==> src/rtl/ddr_bridge_rr_arbiter.sv <==
// Round-robin arbiter sharing the single AXI4 slave port of the DDR bridge; one burst in flight at a time.
// Optional watchdog enabled by defining DDR_ARB_TIMEOUT_EN.
//
// state | meaning
// IDLE  | no owner; arbitrate among req_valid starting after the last winner
// ISSUE | AW or AR valid with latched payload, waiting for the bridge's ready
// WAIT  | address accepted; waiting for B handshake (write) or last R beat (read)

module ddr_bridge_rr_arbiter #(
  parameter int NUM_REQ        = 4,
  parameter int ADDR_WIDTH     = 27,
  parameter int TIMEOUT_CYCLES = 4096
) (
  input  logic                          axi_aclk,
  input  logic                          axi_resetn,
  input  logic [NUM_REQ-1:0]            req_valid,
  input  logic [NUM_REQ-1:0]            req_wr,
  input  logic [NUM_REQ*ADDR_WIDTH-1:0] req_addr,
  input  logic [NUM_REQ*8-1:0]          req_len,
  output logic [NUM_REQ-1:0]            req_ready,
  output logic [NUM_REQ-1:0]            gnt,
  output logic [NUM_REQ-1:0]            done,
  output logic [ADDR_WIDTH-1:0]         axi_awaddr,
  output logic [7:0]                    axi_awlen,
  output logic                          axi_awvalid,
  input  logic                          axi_awready,
  output logic [ADDR_WIDTH-1:0]         axi_araddr,
  output logic [7:0]                    axi_arlen,
  output logic                          axi_arvalid,
  input  logic                          axi_arready,
  input  logic                          axi_bvalid,
  input  logic                          axi_bready,
  input  logic                          axi_rvalid,
  input  logic                          axi_rready,
  input  logic                          axi_rlast,
  output logic                          timeout_err
);

  localparam int IDXW = (NUM_REQ > 1) ? $clog2(NUM_REQ) : 1;
  localparam logic [NUM_REQ-1:0] ONE = NUM_REQ'(1);

  typedef enum logic [1:0] {
    ST_IDLE  = 2'd0,
    ST_ISSUE = 2'd1,
    ST_WAIT  = 2'd2
  } state_t;

  state_t                  state_q, state_d;
  logic [IDXW-1:0]         ptr_q, ptr_d;
  logic                    wr_q, wr_d;
  logic [ADDR_WIDTH-1:0]   addr_q, addr_d;
  logic [7:0]              len_q, len_d;
  logic [NUM_REQ-1:0]      req_ready_q, req_ready_d;
  logic [NUM_REQ-1:0]      gnt_q, gnt_d;
  logic [NUM_REQ-1:0]      done_q, done_d;
  logic                    awvalid_q, awvalid_d;
  logic                    arvalid_q, arvalid_d;

  logic                    win_found;
  logic [IDXW-1:0]         win_idx;
  logic [IDXW-1:0]         cand;
  logic                    burst_done;
  logic                    addr_hs;

`ifdef DDR_ARB_TIMEOUT_EN
  localparam int CNT_W = $clog2(TIMEOUT_CYCLES) + 1;
  logic [CNT_W-1:0]        cnt_q, cnt_d;
  logic                    timeout_q, timeout_d;
`endif

  // Search starts one past the previous winner so every requester gets a turn.
  always_comb begin
    win_found = 1'b0;
    win_idx   = '0;
    cand      = '0;
    for (int off = 1; off <= NUM_REQ; off++) begin
      cand = IDXW'((int'(ptr_q) + off) % NUM_REQ);
      if (!win_found && req_valid[cand]) begin
        win_found = 1'b1;
        win_idx   = cand;
      end
    end
  end

  assign addr_hs    = (awvalid_q && axi_awready) || (arvalid_q && axi_arready);
  assign burst_done = (state_q == ST_WAIT) &&
                      (wr_q ? (axi_bvalid && axi_bready)
                            : (axi_rvalid && axi_rready && axi_rlast));

  always_comb begin
    state_d     = state_q;
    ptr_d       = ptr_q;
    wr_d        = wr_q;
    addr_d      = addr_q;
    len_d       = len_q;
    req_ready_d = '0;
    gnt_d       = gnt_q;
    done_d      = '0;
    awvalid_d   = awvalid_q;
    arvalid_d   = arvalid_q;
`ifdef DDR_ARB_TIMEOUT_EN
    cnt_d       = cnt_q;
    timeout_d   = 1'b0;
`endif

    unique case (state_q)
      ST_IDLE: begin
        if (win_found) begin
          state_d     = ST_ISSUE;
          ptr_d       = win_idx;
          wr_d        = req_wr[win_idx];
          addr_d      = req_addr[int'(win_idx)*ADDR_WIDTH +: ADDR_WIDTH];
          len_d       = req_len[int'(win_idx)*8 +: 8];
          req_ready_d = ONE << win_idx;
          gnt_d       = ONE << win_idx;
          awvalid_d   = req_wr[win_idx];
          arvalid_d   = !req_wr[win_idx];
`ifdef DDR_ARB_TIMEOUT_EN
          cnt_d       = '0;
`endif
        end
      end
      ST_ISSUE: begin
        if (addr_hs) begin
          awvalid_d = 1'b0;
          arvalid_d = 1'b0;
          state_d   = ST_WAIT;
        end
      end
      ST_WAIT: begin
        if (burst_done) begin
          state_d = ST_IDLE;
          gnt_d   = '0;
          done_d  = gnt_q;
        end
      end
      default: begin
        state_d   = ST_IDLE;
        gnt_d     = '0;
        awvalid_d = 1'b0;
        arvalid_d = 1'b0;
      end
    endcase

`ifdef DDR_ARB_TIMEOUT_EN
    // Fires on the edge where the count would reach TIMEOUT_CYCLES-1.
    if ((state_q == ST_ISSUE || state_q == ST_WAIT) && !burst_done) begin
      cnt_d = cnt_q + 1'b1;
      if (cnt_q == CNT_W'(TIMEOUT_CYCLES - 2)) begin
        state_d   = ST_IDLE;
        gnt_d     = '0;
        done_d    = gnt_q;
        timeout_d = 1'b1;
        awvalid_d = 1'b0;
        arvalid_d = 1'b0;
      end
    end
`endif
  end

  always_ff @(posedge axi_aclk) begin
    if (!axi_resetn) begin
      state_q     <= ST_IDLE;
      ptr_q       <= IDXW'(NUM_REQ - 1);
      wr_q        <= 1'b0;
      addr_q      <= '0;
      len_q       <= '0;
      req_ready_q <= '0;
      gnt_q       <= '0;
      done_q      <= '0;
      awvalid_q   <= 1'b0;
      arvalid_q   <= 1'b0;
`ifdef DDR_ARB_TIMEOUT_EN
      cnt_q       <= '0;
      timeout_q   <= 1'b0;
`endif
    end else begin
      state_q     <= state_d;
      ptr_q       <= ptr_d;
      wr_q        <= wr_d;
      addr_q      <= addr_d;
      len_q       <= len_d;
      req_ready_q <= req_ready_d;
      gnt_q       <= gnt_d;
      done_q      <= done_d;
      awvalid_q   <= awvalid_d;
      arvalid_q   <= arvalid_d;
`ifdef DDR_ARB_TIMEOUT_EN
      cnt_q       <= cnt_d;
      timeout_q   <= timeout_d;
`endif
    end
  end

  assign req_ready   = req_ready_q;
  assign gnt         = gnt_q;
  assign done        = done_q;
  assign axi_awaddr  = addr_q;
  assign axi_awlen   = len_q;
  assign axi_awvalid = awvalid_q;
  assign axi_araddr  = addr_q;
  assign axi_arlen   = len_q;
  assign axi_arvalid = arvalid_q;

`ifdef DDR_ARB_TIMEOUT_EN
  assign timeout_err = timeout_q;
`else
  assign timeout_err = 1'b0;
`endif

  param_range: assert property (@(posedge axi_aclk)
    (NUM_REQ >= 2) && (NUM_REQ <= 8) && (TIMEOUT_CYCLES >= 2));
  gnt_onehot: assert property (@(posedge axi_aclk) disable iff (!axi_resetn)
    $onehot0(gnt_q));
  addr_excl: assert property (@(posedge axi_aclk) disable iff (!axi_resetn)
    !(awvalid_q && arvalid_q));

endmodule

==> config.mk <==
export PLATFORM = sky130hd
export DESIGN_NAME = ddr_bridge_rr_arbiter
export DESIGN_NICKNAME = d
export VERILOG_FILES = /design/src/rtl/ddr_bridge_rr_arbiter.sv
export SDC_FILE = /design/constraint.sdc
export NUM_CORES = 1
export LEC_CHECK = 0
export CORE_MARGIN = 4
export CORE_UTILIZATION = 33
export DETAILED_ROUTE_END_ITERATION = 8
export GPL_TIMING_DRIVEN = 0
export PLACE_DENSITY = 0.82
export SETUP_SLACK_MARGIN = 0.15
export SYNTH_ARGS = -nofsm -noshare
export SYNTH_HDL_FRONTEND = slang
export SYNTH_SLANG_ARGS = --single-unit
==> constraint.sdc <==
create_clock -name axi_aclk -period 2 [get_ports axi_aclk]
set_input_delay 0.2 -clock axi_aclk [delete_from_list [all_inputs] [get_ports axi_aclk]]
set_output_delay 0.2 -clock axi_aclk [all_outputs]
set_load 0.05 [all_outputs]
==> results.md, run 1 <==
* # clock sinks at 54
* Fin. max-slew vios at 0
* Vias in the first global route at 3947
* Pre-CTS setup slack at -0.291 ns
* Vias at around 3700
* Clk_skew at 0.0120 ns
* F_max at 554 MHz
* Number of diodes at 0
* CTS max path bufs at 2
* Worst hold path stage count at 6
* Cell Area, Synth at 2890 sq um
* Worst r2r src: ptr_q[1]
* Pwr Density at slightly below 900 nW/um^2
* Fin util at 66.5%
* Dominant synthesized flop cell: dfxtp_1
* Fillers at 697
* Power Total at 4.86 mW
* Worst Setup Start Kind: flop
* Share of cells above drive strength 1 at 13.8%
* Outcome: finished, final reports clean
* Pin count of the biggest net entering global routing at 20
* Post-Route WL at 13400 microns
* Setup TNS at 0 ns
* Area taken by multi-input logic gates at roughly 1300 sq um
* Worst r2r dst: axi_arlen[3]
* Iteration-0 DRC Markers at 208
* Fin crit share at 90.3%
* Register area at 1080 sq um
* Number of max-cap violations at 0
* Final setup vio count at 0
* Post-Synth Adder-Cell Area at 0%
* Most common cell after layout, fill and taps aside: clkdlybuf4s50_1
* Placement row count at 33
* Reg2Reg Depth at 8
* Crit path DAT at approximately 1.6 ns
* Clk Latency, worst-skew pair at 0.31 ns
* DRC at 0
* CP Max Fanout at 3
* Compound-cell area share of the yosys netlist at 38.6%
* Antenna viol nets, final at 0
* Clock transition at path regs at 0.11 ns
* Top Ports at 242
* Avg Inst Size Synth at 8.63 sq um
* Fin nets at around 740
* Register area share after synthesis at a little under two fifths
* Crit Path Class: reg -> out
* Endpoints failing hold at 0
* Dpl hpwl at 10600 microns
* Hold path startpoint: req_valid[0]
* Reg2Reg Setup Slack at 0.23 ns
* Gp weighted congestion at 0.837
* Syn_nets at 492
* Global-route wire length before repair at slightly below 20000 microns
* Core footprint at 8380 sq um
* Relative slew slack at between 60% and 70%
* H-tree depth at 2
* Mux cell area share after synthesis at less than 1%
* Async S/R FF share, synth at 0%
* WL/cell at about 19 microns
* Most frequent cells in the layout: clkdlybuf4s50_1, a21oi_1, dfxtp_1
* CTS tree: done
* Xor/xnor share of the synthesized area at 0%
* Critical Path RT at 1.80 ns
* Fin crit period at around 1.8 ns
* DRT Pass-1 Iters at 6
* Area grow syn2layout at 92.9%
* Post-synth EDFFs at 0
* Slew @ Worst Pin at ~0.53 ns
* DR vias/cell at 5.37
* Gr usage total at between 20% and 30%
* Largest family of logic cells by synthesized area: compound AO/OA/AOI/OAI gates
* Nature of the critical path endpoint: output pin
* Root buffer cell: clkbuf_8
* Initial antenna violation count at 0
* # port buffers at 238
* CTS Buf Count at 5
* Number of distinct library cells after synthesis at 38
* Hold Path Class: in -> reg
* Die height at 102 microns
* Final worst slack at 0.195 ns
* YS warnings at 0
* Static Leak at roughly 2.3 nW
* Simple-gate share of the synthesized area at 6.84%
* Cells after Synth at between 300 and 400
* DIE WIDTH at 102 microns
* VDD IR max at 470 uV
* Grt ovf at 0
* RSZ-0062 raised after global routing: no
* Initial Utilization at 34.5%
* Die area at between 10000 and 15000 sq um
* Hold EP: ptr_q[0]
* Seq cells post-synth at between 50 and 60
metal layers:
metal | part of all wire [%] | global-route usage (%) | vias to the layer above | wire length [microns]
met4 | 1.4 | 5.11 | 0 | 194
met3 | 10 | 7.58 | 14 | 1380
met5 | 0 | 0 | - | 0
met1 | 36 | 26.4 | 1745 | 4810
li1 | - | - | 1746 | -
met2 | 52 | 46.4 | 202 | 7010
registers in the layout, summed over array words and instances (netlist names):
name / cells
done: 4
axi_arlen: 8
state_q: 2
axi_arvalid: 1
axi_araddr: 27
ptr_q: 2
wr_q: 1
axi_awvalid: 1
req_ready: 4
gnt: 4
cell families (layout without fill, tap and decap cells):
family | Yosys count | count (layout)
AOI/OAI and AO/OA | 171 | 171
buffers and inverters | 72 | 322
DFF | 54 | 54
muxes | 1 | 1
other | 1 | 1
and+or+nand+nor | 36 | 36
what timing repair did:
action                     4_1_cts  5_1_grt
hold buffers                     0        0
setup endpoints to repair       34       41
resized for setup                8       18
setup buffers                    4        0
pin swaps                        3        8
gates cloned                     0        0
stage by stage:
stage / hold slack, ns / instances / area [sq um]
after detailed placement: 0.474 / 678 / 5400
final: 0.388 / 690 / 5570
after global routing: 0.459 / 690 / 5570
after global placement: 0.451 / 678 / 5400
after CTS: 0.387 / 690 / 5540
after floorplan: 0.351 / 335 / 2890
area by class of cell:
| cell class | instances | area share (%) |
|---|---|---|
| Tap cell | 105 | 2.36 |
| Multi-Input combinational cell | 209 | 24.0 |
| Buffer | 68 | 8.73 |
| Sequential cell | 54 | 19.4 |
| Timing Repair Buffer | 242 | 43.5 |
| Clock buffer | 5 | 1.23 |
| Clock inverter | 3 | 0.471 |
| Inverter | 4 | 0.269 |
worst max-delay path, stage by stage (launching register included):
cell	delay [ns]
dfxtp_1	0.38
buf_4	0.12
clkdlybuf4s50_1	0.79
where the power goes:
group / leakage, nW / switching, mW / total, mW / internal, mW
registers: 0.447 / 0.134 / 1.37 / 1.24
clock network: 0.0491 / 0.394 / 0.653 / 0.259
logic: 1.82 / 1.66 / 2.83 / 1.17
total: 2.31 / 2.19 / 4.86 / 2.67
worst max path at each step:
stage	start	to	slack (ns)	cells after the start
2_1_floorplan	ptr_q[1]	axi_awvalid	0.44	6
3_3_place_gp	req_valid[1]	axi_arlen[3]	-0.25	8
3_5_place_dp	req_valid[1]	axi_arlen[3]	-0.29	8
4_1_cts	ptr_q[1]	axi_araddr[10]	0.16	7
5_1_grt	axi_araddr[3]	axi_awaddr[3]	0.15	2
6_report	axi_arlen[5]	axi_awlen[5]	0.19	2
cell usage after synthesis, types with 2 or more instances:
cell	count	area (sq um)
o211a_1	2	20.0
buf_4	40	300
inv_1	4	15.0
o21ai_0	39	195
nand2b_1	2	12.5
buf_2	14	70.1
nand3_1	4	20.0
nor2_1	4	15.0
a21oi_1	79	395
dfxtp_1	54	1080
and2_1	7	43.8
a21o_1	4	30.0
a222oi_1	36	360
buf_6	6	67.6
nand2_1	7	26.3
a22oi_1	2	15.0
and3_1	3	18.8
clkbuf_1	8	30.0
No activity file was read; power rests on OpenSTA's default activity.
==> run 2, diff against run 1 <==
--- a/config.mk
+++ b/config.mk
@@ -11,6 +11,7 @@
 export GPL_TIMING_DRIVEN = 0
 export PLACE_DENSITY = 0.82
 export SETUP_SLACK_MARGIN = 0.15
+export SLEW_MARGIN = 20
 export SYNTH_ARGS = -nofsm -noshare
 export SYNTH_HDL_FRONTEND = slang
 export SYNTH_SLANG_ARGS = --single-unit
==> results of run 2 <==
Same layout as run 1: the final DEF is identical, and so are final timing and power.
